File: src/rtl/modmul_core_if.sv
// Bus-side connection of the modular multiplier: operand registers and
// strobes from the local-bus interface block, result and status back to it.
interface modmul_core_if #(
  parameter int W = 12
);
  logic [W-1:0] a;
  logic [W-1:0] b;
  logic         drdy;
  logic         krdy;
  logic         en;
  logic [127:0] dout;
  logic         dvld;
  logic         kvld;
  logic         busy;
  logic         trig;

  // Bus interface block drives operands and strobes.
  modport master (
    output a, b, drdy, krdy, en,
    input  dout, dvld, kvld, busy, trig
  );

  // Multiplier core consumes operands and returns results.
  modport slave (
    input  a, b, drdy, krdy, en,
    output dout, dvld, kvld, busy, trig
  );
endinterface

File: src/rtl/modmul_core.sv
// Bit-serial modular multiplier r = a*b mod Q.
// The multiplier is consumed MSB first with interleaved doubling and
// conditional addition, so each operand bit is processed in its own cycle.
// The trig output marks those cycles for capturing per-bit activity.
module modmul_core #(
  parameter int Q = 3329,
  parameter int W = 12
) (
  input  logic           clk,
  input  logic           rstn,
  modmul_core_if.slave   bus
);

  localparam int           CW = $clog2(W);
  localparam logic [W-1:0] QN = W'(Q);
  localparam logic [W:0]   QX = (W + 1)'(Q);

  typedef enum logic [1:0] {
    IDLE = 2'd0,
    LOAD = 2'd1,
    CALC = 2'd2,
    DONE = 2'd3
  } state_e;

  state_e        state_q, state_d;
  logic [W-1:0]  ra_q, ra_d;
  logic [W-1:0]  rb_q, rb_d;
  logic [W-1:0]  r_q, r_d;
  logic [CW-1:0] cnt_q, cnt_d;
  logic [W-1:0]  res_q, res_d;
  logic          dvld_q, dvld_d;
  logic          kvld_q, kvld_d;
  logic          busy_q, busy_d;
  logic          trig_q, trig_d;

  // Datapath values (one bit wider than the operands so 2r and t+ra fit).
  logic [W:0]    dbl;
  logic [W:0]    t;
  logic [W:0]    sum;
  logic [W:0]    u;

  // One iteration: t = 2r mod Q, then u = t + ra mod Q if the current
  // multiplier bit is set. Both r and ra are below Q, so a single
  // conditional subtraction keeps each step reduced.
  always_comb begin
    dbl = {r_q, 1'b0};
    t   = (dbl >= QX) ? dbl - QX : dbl;
    sum = t + {1'b0, ra_q};
    if (rb_q[cnt_q]) begin
      u = (sum >= QX) ? sum - QX : sum;
    end else begin
      u = t;
    end
  end

  // Next-state and output logic; en low freezes everything and only the
  // dvld/kvld pulses are forced low.
  always_comb begin
    // NOTE: every variable gets a default before any branch so that no path
    // leaves it unassigned, which would otherwise infer a latch.
    state_d = state_q;
    ra_d    = ra_q;
    rb_d    = rb_q;
    r_d     = r_q;
    cnt_d   = cnt_q;
    res_d   = res_q;
    busy_d  = busy_q;
    trig_d  = trig_q;
    dvld_d  = 1'b0;
    kvld_d  = 1'b0;

    if (bus.en) begin
      kvld_d = bus.krdy;
      case (state_q)
        IDLE: begin
          if (bus.drdy) begin
            ra_d    = bus.a;
            rb_d    = bus.b;
            r_d     = '0;
            busy_d  = 1'b1;
            state_d = LOAD;
          end
        end
        LOAD: begin
          // Inputs are below 2Q, so one subtraction fully reduces ra.
          ra_d    = (ra_q >= QN) ? ra_q - QN : ra_q;
          cnt_d   = CW'(W - 1);
          trig_d  = 1'b1;
          state_d = CALC;
        end
        CALC: begin
          r_d = u[W-1:0];
          if (cnt_q == '0) begin
            trig_d  = 1'b0;
            state_d = DONE;
          end else begin
            cnt_d = cnt_q - 1'b1;
          end
        end
        DONE: begin
          res_d   = r_q;
          dvld_d  = 1'b1;
          busy_d  = 1'b0;
          state_d = IDLE;
        end
        default: state_d = IDLE;
      endcase
    end
  end

  // State and output registers; reset aborts any operation at once.
  always_ff @(posedge clk or negedge rstn) begin
    if (!rstn) begin
      state_q <= IDLE;
      ra_q    <= '0;
      rb_q    <= '0;
      r_q     <= '0;
      cnt_q   <= '0;
      res_q   <= '0;
      dvld_q  <= 1'b0;
      kvld_q  <= 1'b0;
      busy_q  <= 1'b0;
      trig_q  <= 1'b0;
    end else begin
      // NOTE: non-blocking assignments so every register samples the
      // pre-edge values regardless of statement order.
      state_q <= state_d;
      ra_q    <= ra_d;
      rb_q    <= rb_d;
      r_q     <= r_d;
      cnt_q   <= cnt_d;
      res_q   <= res_d;
      dvld_q  <= dvld_d;
      kvld_q  <= kvld_d;
      busy_q  <= busy_d;
      trig_q  <= trig_d;
    end
  end

  assign bus.dout = {{(128 - W){1'b0}}, res_q};
  assign bus.dvld = dvld_q;
  assign bus.kvld = kvld_q;
  assign bus.busy = busy_q;
  assign bus.trig = trig_q;

endmodule
File: src/flat_wrapper.sv
// flat-port wrapper written by rule: the top's interface ports become plain ports
module modmul_core_flat 
#(
  parameter int Q = 3329,
  parameter int W = 12
)
  (clk, rstn, bus_a, bus_b, bus_drdy, bus_krdy, bus_en, bus_dout, bus_dvld, bus_kvld, bus_busy, bus_trig);
  modmul_core_if #(.W(W)) bus_i ();
  input  logic clk;
  input  logic rstn;
  input wire logic [$bits(bus_i.a)-1:0] bus_a;
  input wire logic [$bits(bus_i.b)-1:0] bus_b;
  input wire logic [$bits(bus_i.drdy)-1:0] bus_drdy;
  input wire logic [$bits(bus_i.krdy)-1:0] bus_krdy;
  input wire logic [$bits(bus_i.en)-1:0] bus_en;
  output wire logic [$bits(bus_i.dout)-1:0] bus_dout;
  output wire logic [$bits(bus_i.dvld)-1:0] bus_dvld;
  output wire logic [$bits(bus_i.kvld)-1:0] bus_kvld;
  output wire logic [$bits(bus_i.busy)-1:0] bus_busy;
  output wire logic [$bits(bus_i.trig)-1:0] bus_trig;
  assign bus_i.a = bus_a;
  assign bus_i.b = bus_b;
  assign bus_i.drdy = bus_drdy;
  assign bus_i.krdy = bus_krdy;
  assign bus_i.en = bus_en;
  assign bus_dout = bus_i.dout;
  assign bus_dvld = bus_i.dvld;
  assign bus_kvld = bus_i.kvld;
  assign bus_busy = bus_i.busy;
  assign bus_trig = bus_i.trig;
  modmul_core #(.Q(Q), .W(W)) u_core (.clk(clk), .rstn(rstn), .bus(bus_i));
endmodule
File: config.mk
export PLATFORM = sky130hd
export DESIGN_NAME = modmul_core_flat
export DESIGN_NICKNAME = d
export VERILOG_FILES = /design/src/rtl/modmul_core_if.sv /design/src/rtl/modmul_core.sv /design/src/flat_wrapper.sv
export SDC_FILE = /design/constraint.sdc
export NUM_CORES = 1
export LEC_CHECK = 0
export ABC_AREA = 0
export BUFFER_PORTS_ARGS = -buffer_cell sky130_fd_sc_hd__buf_2
export CAP_MARGIN = 40
export CORE_MARGIN = 2
export CORE_UTILIZATION = 40
export DETAILED_ROUTE_END_ITERATION = 10
export PLACE_DENSITY_LB_ADDON = 0.12
export SLEW_MARGIN = 40
export SYNTH_ARGS = -nofsm -noshare
export SYNTH_HDL_FRONTEND = slang
export SYNTH_SLANG_ARGS = --single-unit
export TNS_END_PERCENT = 30
File: constraint.sdc
create_clock -name clk -period 5.9 [get_ports clk]
set_input_delay 0.59 -clock clk [delete_from_list [all_inputs] [get_ports clk]]
set_output_delay 0.59 -clock clk [all_outputs]
set_load 0.005 [all_outputs]
==> impl_metrics.json <==
{
  "status": "completed",
  "critical_path_class": "reg2reg",
  "dp_cells": 772,
  "tritoncts": "built",
  "synth_seq_cells": 58,
  "multi_input_area_um2": 2900,
  "drc": 0,
  "fin_setup_tns_ps": 0,
  "ys_types": 67,
  "dieHeight_um": 115,
  "core_area_um2": 12100,
  "cts_root_buffer": "clkbuf_16",
  "maxSlewViolCount": 0,
  "maxCapViolCount": 0,
  "async_flop_share_pct": 100,
  "clk_pin_slew_ps": 50,
  "slew_headroom_pct": 47.9,
  "cts_setup_buffers": 0,
  "leakage_nw": 2.51,
  "avgSynthCellArea_um2": 8.61,
  "hp-class": "in2async",
  "period_share_pct": 81.7,
  "nNetsFinal": 669,
  "wl_per_cell_um": 13.4,
  "hold_viol": 0,
  "htree_levels": 3,
  "yosys-top-cells-area": "dfrtp_1 29%, buf_4 18%, ha_1 6.1%",
  "post_cts_resized": 0,
  "antenna_cells": 0,
  "irDropWorstVdd_v": 0.000222,
  "p_per_area_nw_per_um2": 623,
  "grt_max_degree": 59,
  "firstDrtPassIters": 4,
  "synth_edf_count": 0,
  "synth_area_um2": 4950,
  "grt_pass1_vias": 3507,
  "cp_max_fo": 11,
  "track_usage_pct": 16.7,
  "total_power_w": 0.00325,
  "rsz0062_at_grt": "false",
  "gp_congestion": 0.804,
  "path_cells": "or4_1, o21ai_1, nand2b_1, a31oi_1, inv_2, xnor2_1, fa_1, nand3b_1, a21boi_0, o221ai_1, nor4b_2, nand4b_1, a31oi_2, nor3_1, xnor2_1, o21ai_1",
  "insertion_delay_ps": 340,
  "drive_gt1_share_pct": 16.0,
  "syn_to_final_growth_pct": 5.43,
  "worstMarginPinSlew_ps": 769,
  "worstPathRequired_ps": 6100,
  "cpMaxStageDelayCell": "a31oi_2",
  "numCtsBuffers": 9,
  "ys.flop_type": "dfrtp_1",
  "first_iter_violations": 160,
  "fmax_ghz": 0.208,
  "yosysWarnings": 0,
  "start_util_pct": 41.0,
  "period_needed_ps": 4820,
  "dp_hpwl_um": 8010,
  "antenna_left": 0,
  "die-area_um2": 13300,
  "finClkSkew_ps": 7.33,
  "final_cells": 788,
  "postCtsHoldBufs": 0,
  "ioPinCount": 161,
  "cts_buffer_depth": 2,
  "synth_top_area_share_pct": 29.3,
  "syn_inst": 575,
  "finalWirelength_um": 10600,
  "ys_seq_area_share_pct": 29.3,
  "startpoint_type": "register",
  "worstPathArrival_ps": 5020,
  "fin_util_pct": 43.3,
  "grt_pass1_wl_um": 17300,
  "portBuffers": 44,
  "dr_total_vias": 3809,
  "fillers": 1241,
  "numClockSinks": 58,
  "fp.dieW_um": 115,
  "yosys.area.top_type": "dfrtp_1",
  "num_rows": 40,
  "seq_area_um2": 1450,
  "cpPeakStageDelay_ps": 560,
  "antenna_found_initial": 0,
  "grt-ovfl-total": 0,
  "vias_per_cell": 4.83,
  "endpoint_kind": "register",
  "setup_viol": 0
}
## cell families (layout without fill, tap and decap cells)
| logic type | after synthesis | after routing | synth area share [%] |
|---|---|---|---|
| and+or+nand+nor | 147 | 147 | 15.2 |
| muxes | 31 | 31 | 7.61 |
| adders and majority gates | 25 | 25 | 6.47 |
| buffers and inverters | 156 | 86 | 20.9 |
| other | 1 | 116 | 0.0757 |
| DFF | 58 | 58 | 29.3 |
| AOI/OAI and AO/OA | 142 | 142 | 17.8 |
| xor gates and xnor gates | 15 | 15 | 2.65 |
## flip-flops by register name, indices dropped and copies added (netlist names)
name,flops
u_core.bus.busy,1
u_core.ra_q,12
u_core.bus.kvld,1
u_core.bus.trig,1
u_core.cnt_q,4
u_core.r_q,12
u_core.state_q,2
u_core.bus.dvld,1
u_core.rb_q,12
u_core.res_q,12
## per-layer routing
| layer | routed length [um] | GRT usage, % | vias up |
|---|---|---|---|
| met4 | 223 | 5.70 | 0 |
| met3 | 593 | 4.43 | 13 |
| met1 | 5040 | 22.4 | 1768 |
| li1 | - | - | 1893 |
| met5 | 0 | 0 | - |
| met2 | 4740 | 26.1 | 135 |
## report_power, final
part | total [W] | internal (W) | leakage [nW] | switching (W)
clock network | 0.000566 | 0.000379 | 0.156 | 0.000186
registers | 0.000731 | 0.000560 | 0.723 | 0.000171
logic | 0.00196 | 0.000813 | 1.63 | 0.00114
total | 0.00325 | 0.00175 | 2.51 | 0.00150
## path summary, 6_finish.rpt
kind	start	end	slack (ps)	depth (start not counted)
min in group clk	u_core.res_q[1]$_DFFE_PN0P_	u_core.res_q[1]$_DFFE_PN0P_	470	2
hold / removal	rstn	u_core.res_q[2]$_DFFE_PN0P_	320	2
setup / recovery	u_core.r_q[4]$_DFFE_PN0P_	u_core.r_q[4]$_DFFE_PN0P_	1080	16
setup reg to reg	u_core.r_q[4]$_DFFE_PN0P_	u_core.r_q[4]$_DFFE_PN0P_	1080	16
hold reg to reg	u_core.res_q[1]$_DFFE_PN0P_	u_core.res_q[1]$_DFFE_PN0P_	470	2
max in group asynchronous	rstn	u_core.ra_q[11]$_DFFE_PN0P_	5200	2
## cell type report
class                           count  share of cell area (%)
Inverter                           21                    1.51
Multi-Input combinational cell    476                    55.5
Tap cell                          168                    4.03
Clock buffer                       11                    4.65
Clock inverter                      5                    1.49
Sequential cell                    58                    27.8
Timing Repair Buffer               49                    5.01
## critical path, delay by kind of cell (launching register included)
family,cells,cell delay (ps)
xor+xnor,2,370
fa+ha+maj,1,450
simple gates,6,1450
compound gates,6,1810
flops,1,450
buf+inv,1,160
## cells in the final DEF (no fill, tap or decap), drive strengths merged, types with 4 or more instances in the layout
cell type | synthesis | routed
conb | 1 | 116
dfrtp | 58 | 58
o21ai | 54 | 54
buf | 120 | 49
nand2 | 41 | 41
a21oi | 34 | 34
nor2 | 26 | 26
ha | 24 | 24
mux2 | 23 | 23
inv | 20 | 20
nor3 | 17 | 17
nand3 | 15 | 15
clkbuf | 15 | 11
a22oi | 10 | 10
o22ai | 9 | 9
xnor2 | 8 | 8
xor2 | 7 | 7
nand2b | 6 | 6
nand4 | 6 | 6
and2 | 5 | 5
mux2i | 5 | 5
or3 | 4 | 4
nor3b | 4 | 4
a221oi | 4 | 4
a31oi | 4 | 4
a211oi | 4 | 4
a21boi | 4 | 4
## synth_stat cells, types with 3 or more instances
cell type	number
a21o_1	3
a21oi_1	34
a221oi_1	4
a22oi_1	10
a31oi_1	3
and2_1	5
and3b_1	3
buf_4	117
clkbuf_1	15
dfrtp_1	58
ha_1	24
inv_1	18
mux2_2	22
mux2i_1	5
mux4_2	3
nand2_1	41
nand2b_1	6
nand3_1	15
nand3b_1	3
nand4_1	6
nor2_1	26
nor2b_1	3
nor3_1	17
nor3b_1	4
nor4_1	3
o21ai_0	25
o21ai_1	28
o22ai_1	9
or3_1	4
xnor2_1	8
xor2_1	7
## metrics by stage
stage	hold slack [ps]	instance area [um^2]	worst slack (ps)
2_1_floorplan	294	5380	1730
3_5_place_dp	469	4900	1110
3_3_place_gp	458	4900	1140
4_1_cts	445	5220	1070
5_1_grt	372	5220	536
6_report	323	5220	1080
No activity file was read; power rests on OpenSTA's default activity.
